**src/rtl/rx_cgs_if.sv**
```systemverilog
// Lane decoder / CGS controller bundle: decoded character stream in,
// SYNC~ request and phase status out.
interface rx_cgs_if;
    logic       dec_valid;
    logic [7:0] dec_data;
    logic       dec_is_k;
    logic       dec_disp_err;
    logic       dec_nit_err;
    logic       lmfc_tick;
    logic       sync_n;
    logic [1:0] cgs_state;
    logic       ilas_start;
    logic       data_phase;
    logic       resync_pulse;

    modport master (
        output dec_valid, dec_data, dec_is_k,
        output dec_disp_err, dec_nit_err, lmfc_tick,
        input  sync_n, cgs_state, ilas_start,
        input  data_phase, resync_pulse
    );

    modport slave (
        input  dec_valid, dec_data, dec_is_k,
        input  dec_disp_err, dec_nit_err, lmfc_tick,
        output sync_n, cgs_state, ilas_start,
        output data_phase, resync_pulse
    );
endinterface

```
**src/rtl/rx_cgs_ctrl.sv**
```systemverilog
// JESD204B per-lane CGS / ILAS / data phase sequencer.
// Optional RX_CGS_LMFC_ALIGN_EN: leave CS_INIT only on an lmfc_tick cycle.
module rx_cgs_ctrl #(
    parameter int K_CNT_REQ    = 4,
    parameter int ERR_THRESH   = 3,
    parameter int GOOD_CLR     = 4,
    parameter int SYNC_MIN_LOW = 4
) (
    input  logic     clk,
    input  logic     rst,
    rx_cgs_if.slave  bus
);
    localparam int CW = 8;

    typedef enum logic [1:0] {
        CS_INIT  = 2'd0,
        CS_CHECK = 2'd1,
        CS_DATA  = 2'd2
    } cgs_e;

    cgs_e          state_q, state_d;
    logic [CW-1:0] k_q, k_d;
    logic [CW-1:0] low_q, low_d;
    logic [CW-1:0] err_q, err_d;
    logic [CW-1:0] good_q, good_d;
    logic          sync_n_q, ilas_q, data_q, resync_q;
    logic          ilas_d, resync_d;

    logic inv_ch, good_ch, k28_5, k28_0, lmfc_ok;

    assign inv_ch  = bus.dec_valid
                   & (bus.dec_disp_err | bus.dec_nit_err);
    assign good_ch = bus.dec_valid
                   & ~bus.dec_disp_err & ~bus.dec_nit_err;
    assign k28_5   = good_ch & bus.dec_is_k
                   & (bus.dec_data == 8'hBC);
    assign k28_0   = good_ch & bus.dec_is_k
                   & (bus.dec_data == 8'h1C);

`ifdef RX_CGS_LMFC_ALIGN_EN
    assign lmfc_ok = bus.lmfc_tick;
`else
    assign lmfc_ok = 1'b1;
`endif

    always_comb begin
        state_d  = state_q;
        k_d      = k_q;
        low_d    = low_q;
        err_d    = err_q;
        good_d   = good_q;
        ilas_d   = 1'b0;
        resync_d = 1'b0;
        unique case (state_q)
            CS_INIT: begin
                // SYNC~ low time counts raw clocks, not characters
                if (low_q < CW'(SYNC_MIN_LOW))
                    low_d = low_q + 1'b1;
                if (bus.dec_valid) begin
                    if (!k28_5)
                        k_d = '0;
                    else if (k_q < CW'(K_CNT_REQ))
                        k_d = k_q + 1'b1;
                end
                if (k_d >= CW'(K_CNT_REQ) &&
                    low_d >= CW'(SYNC_MIN_LOW) && lmfc_ok) begin
                    state_d = CS_CHECK;
                    k_d     = '0;
                    low_d   = '0;
                    err_d   = '0;
                    good_d  = '0;
                end
            end
            CS_CHECK, CS_DATA: begin
                if (inv_ch) begin
                    err_d  = err_q + 1'b1;
                    good_d = '0;
                    if (err_d >= CW'(ERR_THRESH)) begin
                        state_d  = CS_INIT;
                        resync_d = 1'b1;
                        k_d      = '0;
                        low_d    = '0;
                        err_d    = '0;
                        good_d   = '0;
                    end
                end else if (good_ch) begin
                    good_d = good_q + 1'b1;
                    if (good_d >= CW'(GOOD_CLR)) begin
                        err_d  = '0;
                        good_d = '0;
                    end
                    if (state_q == CS_CHECK && !k28_5) begin
                        state_d = CS_DATA;
                        ilas_d  = k28_0;
                    end
                end
            end
            default: begin
                state_d = CS_INIT;
                k_d     = '0;
                low_d   = '0;
                err_d   = '0;
                good_d  = '0;
            end
        endcase
    end

    always_ff @(posedge clk or posedge rst) begin
        if (rst) begin
            state_q  <= CS_INIT;
            k_q      <= '0;
            low_q    <= '0;
            err_q    <= '0;
            good_q   <= '0;
            sync_n_q <= 1'b0;
            ilas_q   <= 1'b0;
            data_q   <= 1'b0;
            resync_q <= 1'b0;
        end else begin
            state_q  <= state_d;
            k_q      <= k_d;
            low_q    <= low_d;
            err_q    <= err_d;
            good_q   <= good_d;
            sync_n_q <= (state_d != CS_INIT);
            ilas_q   <= ilas_d;
            data_q   <= (state_d == CS_DATA);
            resync_q <= resync_d;
        end
    end

    assign bus.sync_n       = sync_n_q;
    assign bus.cgs_state    = state_q;
    assign bus.ilas_start   = ilas_q;
    assign bus.data_phase   = data_q;
    assign bus.resync_pulse = resync_q;
endmodule
```
**src/flat_wrapper.sv**
```systemverilog
// flat-port wrapper written by rule: the top's interface ports become plain ports
module rx_cgs_ctrl_flat 
#(
    parameter int K_CNT_REQ    = 4,
    parameter int ERR_THRESH   = 3,
    parameter int GOOD_CLR     = 4,
    parameter int SYNC_MIN_LOW = 4
)
  (clk, rst, bus_dec_valid, bus_dec_data, bus_dec_is_k, bus_dec_disp_err, bus_dec_nit_err, bus_lmfc_tick, bus_sync_n, bus_cgs_state, bus_ilas_start, bus_data_phase, bus_resync_pulse);
  rx_cgs_if bus_i ();
  input  logic clk;
  input  logic rst;
  input wire logic [$bits(bus_i.dec_valid)-1:0] bus_dec_valid;
  input wire logic [$bits(bus_i.dec_data)-1:0] bus_dec_data;
  input wire logic [$bits(bus_i.dec_is_k)-1:0] bus_dec_is_k;
  input wire logic [$bits(bus_i.dec_disp_err)-1:0] bus_dec_disp_err;
  input wire logic [$bits(bus_i.dec_nit_err)-1:0] bus_dec_nit_err;
  input wire logic [$bits(bus_i.lmfc_tick)-1:0] bus_lmfc_tick;
  output wire logic [$bits(bus_i.sync_n)-1:0] bus_sync_n;
  output wire logic [$bits(bus_i.cgs_state)-1:0] bus_cgs_state;
  output wire logic [$bits(bus_i.ilas_start)-1:0] bus_ilas_start;
  output wire logic [$bits(bus_i.data_phase)-1:0] bus_data_phase;
  output wire logic [$bits(bus_i.resync_pulse)-1:0] bus_resync_pulse;
  assign bus_i.dec_valid = bus_dec_valid;
  assign bus_i.dec_data = bus_dec_data;
  assign bus_i.dec_is_k = bus_dec_is_k;
  assign bus_i.dec_disp_err = bus_dec_disp_err;
  assign bus_i.dec_nit_err = bus_dec_nit_err;
  assign bus_i.lmfc_tick = bus_lmfc_tick;
  assign bus_sync_n = bus_i.sync_n;
  assign bus_cgs_state = bus_i.cgs_state;
  assign bus_ilas_start = bus_i.ilas_start;
  assign bus_data_phase = bus_i.data_phase;
  assign bus_resync_pulse = bus_i.resync_pulse;
  rx_cgs_ctrl #(.K_CNT_REQ(K_CNT_REQ), .ERR_THRESH(ERR_THRESH), .GOOD_CLR(GOOD_CLR), .SYNC_MIN_LOW(SYNC_MIN_LOW)) u_core (.clk(clk), .rst(rst), .bus(bus_i));
endmodule
```
**config.mk**
```make
export PLATFORM = sky130hd
export DESIGN_NAME = rx_cgs_ctrl_flat
export DESIGN_NICKNAME = d
export VERILOG_FILES = /design/src/rtl/rx_cgs_if.sv /design/src/rtl/rx_cgs_ctrl.sv /design/src/flat_wrapper.sv
export SDC_FILE = /design/constraint.sdc
export NUM_CORES = 1
export LEC_CHECK = 0
export CORE_ASPECT_RATIO = 0.5
export CORE_MARGIN = 2
export CORE_UTILIZATION = 52
export CTS_BUF_LIST = sky130_fd_sc_hd__clkbuf_4 sky130_fd_sc_hd__clkbuf_8
export DETAILED_ROUTE_END_ITERATION = 12
export HOLD_SLACK_MARGIN = 0.05
export PLACE_DENSITY = 0.77
export SYNTH_ARGS = -nofsm -noshare
export SYNTH_HDL_FRONTEND = slang
export SYNTH_SLANG_ARGS = --single-unit
```
**constraint.sdc**
```tcl
create_clock -name clk -period 2.3 [get_ports clk]
set_clock_uncertainty 0.2 [all_clocks]
set_input_delay 0.23 -clock clk [delete_from_list [all_inputs] [get_ports clk]]
set_output_delay 0.23 -clock clk [all_outputs]
set_load 0.03 [all_outputs]
```
# Word level (Yosys, flattened, before mapping)

Index checks and enable logic that the tools add are counted.

$lt $le $gt $ge: 6
$add $sub $neg: 4
Equal/unequal tests: 10
Mux-type cells: 35
Bitwise operators: 9
Reduce and logical (&&, ||, !) cells: 9

Operators with widths:

| operator            | number |
|---|---|
| $mux 8              | 18 |
| $pmux 8 s2          | 4 |
| $add 8x1->8 const B | 4 |
| $ge 8x3->1 const B  | 3 |
| $lt 8x3->1 const B  | 2 |
| $mux 2              | 5 |
| $eq 8x5->1 const B  | 1 |
| $eq 8x8->1 const B  | 1 |
| $ge 8x2->1 const B  | 1 |
| $mux 1              | 7 |
| $and 1x1->1         | 6 |
| $ne 2x1->1 const B  | 3 |
| $ne 3x1->1 const B  | 2 |
| $eq 2x2->1 const B  | 2 |
| $pmux 2 s2          | 1 |
| $reduce_and 2->1    | 2 |
| $reduce_and 3->1    | 1 |
| $eq 2x1->1 const B  | 1 |
| $logic_and 1x1->1   | 2 |
| $logic_not 2->1     | 1 |
| $not 1->1           | 2 |
| $reduce_bool 2->1   | 1 |
| $reduce_or 2->1     | 1 |
| $logic_not 1->1     | 1 |
| $or 1x1->1          | 1 |

Bits of input ports: 15
Output and inout port bits: 6
Register bits after elaboration: 38

# Logic depth before layout (Yosys ltp)

Word-level depth: 13
Gate-level depth with buffers: 7
Depth with buffers taken out: 7

# Least setup slack after synthesis

Ideal clock, no wire load.

Path kind: reg2reg
Start point: register u_core.state_q[0] (netlist: u_core.bus.cgs_state[0])
End point: register u_core.err_q[1]
Buffers on the path: 1
Slack: -0.104 ns
Data arrival time: 2.079 ns
Library setup time: 0.125 ns
Period minus slack after synthesis: 2.404 ns
Stages on the path, launching flop included: 8
Cells stage by stage: dfrtp_1 inv_1 ha_1 and2_1 clkbuf_1 o211ai_1 and3_4 mux2_4

Longest elaborated chain between the ends: 4

Ends and longest elaborated chain:

| what                                     | RTL line           | text |
|---|---|---|
| from (decl)                              | rx_cgs_ctrl.sv:21  | `cgs_e state_q, state_d;` |
| from (signal assigned)                   | rx_cgs_ctrl.sv:120 | `state_q <= state_d;` |
| $eq 2x2->1 or $eq 2x1->1 (tied branches) | rx_cgs_ctrl.sv:54  | `unique case (state_q)` |
| $reduce_or 2->1                          | rx_cgs_ctrl.sv:54  |  |
| $ne 3x1->1 (no source line)              | --                 |  |
| $reduce_and 3->1 (no source line)        | --                 |  |
| to (signal assigned)                     | rx_cgs_ctrl.sv:123 | `err_q <= err_d;` |
| to (decl)                                | rx_cgs_ctrl.sv:24  | `logic [CW-1:0] err_q, err_d;` |

Parallel ways exist; a longest one is shown, timed or not.
A chain may end at the register's enable or synchronous reset.

# Final worst setup path

Start point: input port bus_dec_data[2]
End point: register u_core.low_q[0]

Longest elaborated chain between the ends: 9

Ends and longest elaborated chain:

| what                 | RTL line           | text |
|---|---|---|
| from (decl)          | flat_wrapper.sv:14 | `input wire logic [$bits(bus_i.dec_data)-1:0] bus_dec_data;` |
| $eq 8x8->1           | rx_cgs_ctrl.sv:36  | `& (bus.dec_data == 8'hBC);` |
| $and 1x1->1          | rx_cgs_ctrl.sv:36  |  |
| $mux 8               | rx_cgs_ctrl.sv:60  | `if (!k28_5)` |
| $mux 8               | rx_cgs_ctrl.sv:59  | `if (bus.dec_valid) begin` |
| $mux 8               | rx_cgs_ctrl.sv:54  |  |
| $ge 8x3->1           | rx_cgs_ctrl.sv:65  | `if (k_d >= CW'(K_CNT_REQ) &&` |
| $logic_and 1x1->1    | rx_cgs_ctrl.sv:65  |  |
| $mux 8               | rx_cgs_ctrl.sv:65  |  |
| $pmux 8 s2           | rx_cgs_ctrl.sv:54  |  |
| to (signal assigned) | rx_cgs_ctrl.sv:122 | `low_q <= low_d;` |
| to (decl)            | rx_cgs_ctrl.sv:23  | `logic [CW-1:0] low_q, low_d;` |

Every way passes these cells. The select of a mux whose other input is x is not followed.

==> summary.md <==
| Metric | Value |
|---|---|
| Synth area leader | `dfrtp_1` |
| CP Cell Sequence | `clkdlybuf4s50_1 > or3b_2 > o31ai_4 > a31oi_4 > a211o_1 > mux2_4` |
| Worst path max stage delay | `0.51 ns` |
| Failing checks | `setup timing` |
| Mapped Area | `0.001946 mm²` |
| Worst path buffer plus inverter count | `1` |
| Cell variety after synth | `53` |
| Worst EP required | `2.27 ns` |
| P_leak | `0.001233 µW` |
| Maximum VDD drop | `0.4681 mV` |
| Global Route Usage Sum | `23.41%` |
| CTS buffer count | `5` |
| Reg-to-Reg Start | `u_core.low_q[5]$_DFFE_PP0P_` |
| Top cell family by delay on the critical path | `compound AO/OA/AOI/OAI gates` |
| Worst-path clk slew | `0.07 ns` |
| Vias per cell | `6.022` |
| Htree depth | `2` |
| Core region area | `0.003510 mm²` |
| Layout net count | `248` |
| Most common cell in the synthesized netlist | `dfrtp_1` |
| Relative slew margins | `59.12%` |
| Element type at the critical path start | `input port` |
| CTS tree | `done` |
| Routed Antenna Nets | `0` |
| Power density cells | `1159 mW/mm²` |
| Ys async rst share | `100.0%` |
| Initial core utilization | `55.44%` |
| DRC viols | `0` |
| Clock Sinks | `38` |
| # diodes | `0` |
| Largest fanout on the critical path | `4` |
| Pre-antenna DRT Iters | `4` |
| Antenna violations before repair | `0` |
| Gpl congestion | `0.9007` |
| Pin count of the biggest net entering global routing | `39` |
| Max frequency | `0.4128 GHz` |
| Flops & latches, synth | `38` |
| Vias in the first global route | `1,592` |
| Hold Path Class | `input port to async pin` |
| Main area contributors after synthesis | `dfrtp_1, ha_1, and2_1` |
| Area delta synth->final | `35.18%` |
| Period utilisation layout | `105.3%` |
| Detailed placer's ending HPWL | `3158 µm` |
| FP Rows | `15` |
| Ys Warns | `0` |
| Drt wl/cell | `17.89 µm` |
| Sequential area share after synthesis | `48.87%` |
| Post-Syn Instances | `172` |
| Final Critical Period | `2.423 ns` |
| Port Buffer Count | `19` |
| Predominant post-synthesis flop cell | `dfrtp_1` |
| Final Util | `74.94%` |
| Slowest CP cell | `or3b_2` |
| Die H | `47.26 µm` |
| First-pass GRT wire length | `7534 µm` |
| Yosys top cell area share | `48.87%` |
| Hold-fix buffers at CTS | `0` |
| Max_cap viols | `0` |
| Clock Latency Late Sink | `0.29 ns` |
| Total gr overflow | `0` |
| Die footprint | `0.004277 mm²` |
| Net Count, Synth | `196` |
| DP Worst Slack | `-0.3146 ns` |
| Routed vias | `1,662` |
| Crit path DAT | `2.40 ns` |
| Reg area | `952.2 µm²` |
| Area of the multi-input gates | `0.001062 mm²` |
| Slew Limit Fails | `0` |
| Worst slew pin tran | `0.5977 ns` |
| Synth top cells by count | `dfrtp_1, and2_1, inv_1, ha_1` |
| Final setup margin | `-0.1227 ns` |
| Mean Syn Cell Area | `11.31 µm²` |
| Num ports | `21` |
| Final setup vio count | `25` |
| Worst Setup Path Type | `input port to flop` |
| Share of post-route cells with drive strength above 1 | `32.00%` |
| Clock Root Buffer | `clkbuf_8` |
| CP Capture Type | `flop` |
| 1st-iter DRT viols | `90` |
| Setup crit start | `bus_dec_data[2]` |
| Longest Clk Path Bufs | `2` |
| Number of enable flip-flop cells after synthesis | `0` |
| Total Routed Length | `4938 µm` |
| Hold Violations, Final | `0` |
| Die X | `90.51 µm` |
| Fillers | `247` |
| RSZ-0062 raised after global routing | `yes` |
| Status | `finished, violations left` |
[layer usage]
| metal | global-route usage (%) | share of wire [%] | vias up | wire, µm |
|---|---|---|---|---|
| met2 | 42.09 | 47 | 53 | 2312 |
| li1 | - | - | 748 | - |
| met3 | 5.939 | 5.3 | 20 | 264 |
| met4 | 8.923 | 2.8 | 0 | 138 |
| met1 | 28.73 | 45 | 841 | 2224 |
| met5 | 0 | 0 | - | 0 |
[repair_timing]
action,4_1_cts,5_1_grt
gates resized for setup,15,20
setup buffers,3,2
setup endpoints to repair,19,36
pin swaps,10,8
[stage by stage]
step | total power (µW) | cells | hold WS, ns | instance area (µm²) | setup TNS, ns
4_1_cts | 2889 | 274 | 0.1600 | 2546 | -2.029
3_3_place_gp | 2165 | 263 | 0.2690 | 2362 | -4.775
6_report | 3049 | 276 | 0.1355 | 2630 | -1.337
5_1_grt | 3198 | 276 | 0.2137 | 2630 | -3.166
3_5_place_dp | 2221 | 263 | 0.2738 | 2362 | -5.668
2_1_floorplan | 1674 | 172 | 0.1002 | 1947 | -0.08063
[tightest hold or removal path: cells and delay by family]
family,cells,cell delay (ns)
buf+inv,3,0.84
[power breakdown]
| group | internal [µW] | switching [µW] | total [µW] | leakage, µW |
|---|---|---|---|---|
| clock network | 254 | 231 | 484 | 0.0000517 |
| registers | 768 | 77.6 | 846 | 0.000521 |
| logic | 801 | 918 | 1720 | 0.000661 |
| total | 1820 | 1230 | 3050 | 0.00123 |
[worst paths after layout]
kind                                                     endpoint  slack [ns]  cells after the start
worst max-delay path                  u_core.low_q[0]$_DFFE_PP0P_       -0.12                      6
worst min-delay path                    u_core.k_q[1]$_DFFE_PP0P_        0.14                      3
worst max register to register        u_core.err_q[1]$_DFFE_PP0P_       -0.11                      5
worst min register to register          u_core.k_q[3]$_DFFE_PP0P_        0.29                      1
max in group asynchronous       u_core.bus.cgs_state[0]$_DFF_PP0_        1.40                      3
min in group clk                        u_core.k_q[3]$_DFFE_PP0P_        0.29                      1
[registers in the layout, summed over array words and instances (netlist names)]
register and count:
u_core.bus.ilas_start 1, u_core.k_q 8, u_core.bus.data_phase 1, u_core.bus.cgs_state 2, u_core.bus.resync_pulse 1, u_core.good_q 8, u_core.err_q 8, u_core.bus.sync_n 1
u_core.low_q 8
[placed cells by master, fill, tap and decap left out, types with 2 or more instances in the layout]
| cell type | n |
|---|---|
| nor4_1 | 3 |
| buf_4 | 22 |
| nand2_1 | 5 |
| nor2b_4 | 3 |
| nor3b_1 | 3 |
| buf_6 | 5 |
| nor2_1 | 7 |
| nand3b_1 | 2 |
| nand3_1 | 5 |
| a211oi_1 | 3 |
| inv_1 | 12 |
| a21boi_2 | 2 |
| and2_1 | 13 |
| nor3_1 | 4 |
| or4_4 | 2 |
| ha_1 | 9 |
| nor2b_1 | 4 |
| clkbuf_8 | 6 |
| dfrtp_1 | 37 |
| and2_4 | 4 |
| nand4bb_1 | 2 |
| a211oi_2 | 2 |
| nand4_1 | 3 |
| mux2_4 | 3 |
| clkdlybuf4s50_1 | 19 |
[logic make-up after synthesis]
group                      count (synthesis)  share of synthesized area [%]
muxes                                      5                          3.022
DFF                                       38                          48.87
buffers and inverters                     13                          2.508
and+or+nand+nor                           76                          25.34
AOI/OAI and AO/OA                         31                          14.47
adders and majority gates                  9                          5.788
[area by class of cell]
class | count | share of cell area [%]
Clock buffer | 7 | 3.425
Clock inverter | 1 | 0.1903
Inverter | 12 | 1.713
Multi-Input combinational cell | 121 | 40.39
Sequential cell | 38 | 36.20
Timing Repair Buffer | 46 | 15.65
Tap cell | 51 | 2.426
No activity file was read; power rests on OpenSTA's default activity.
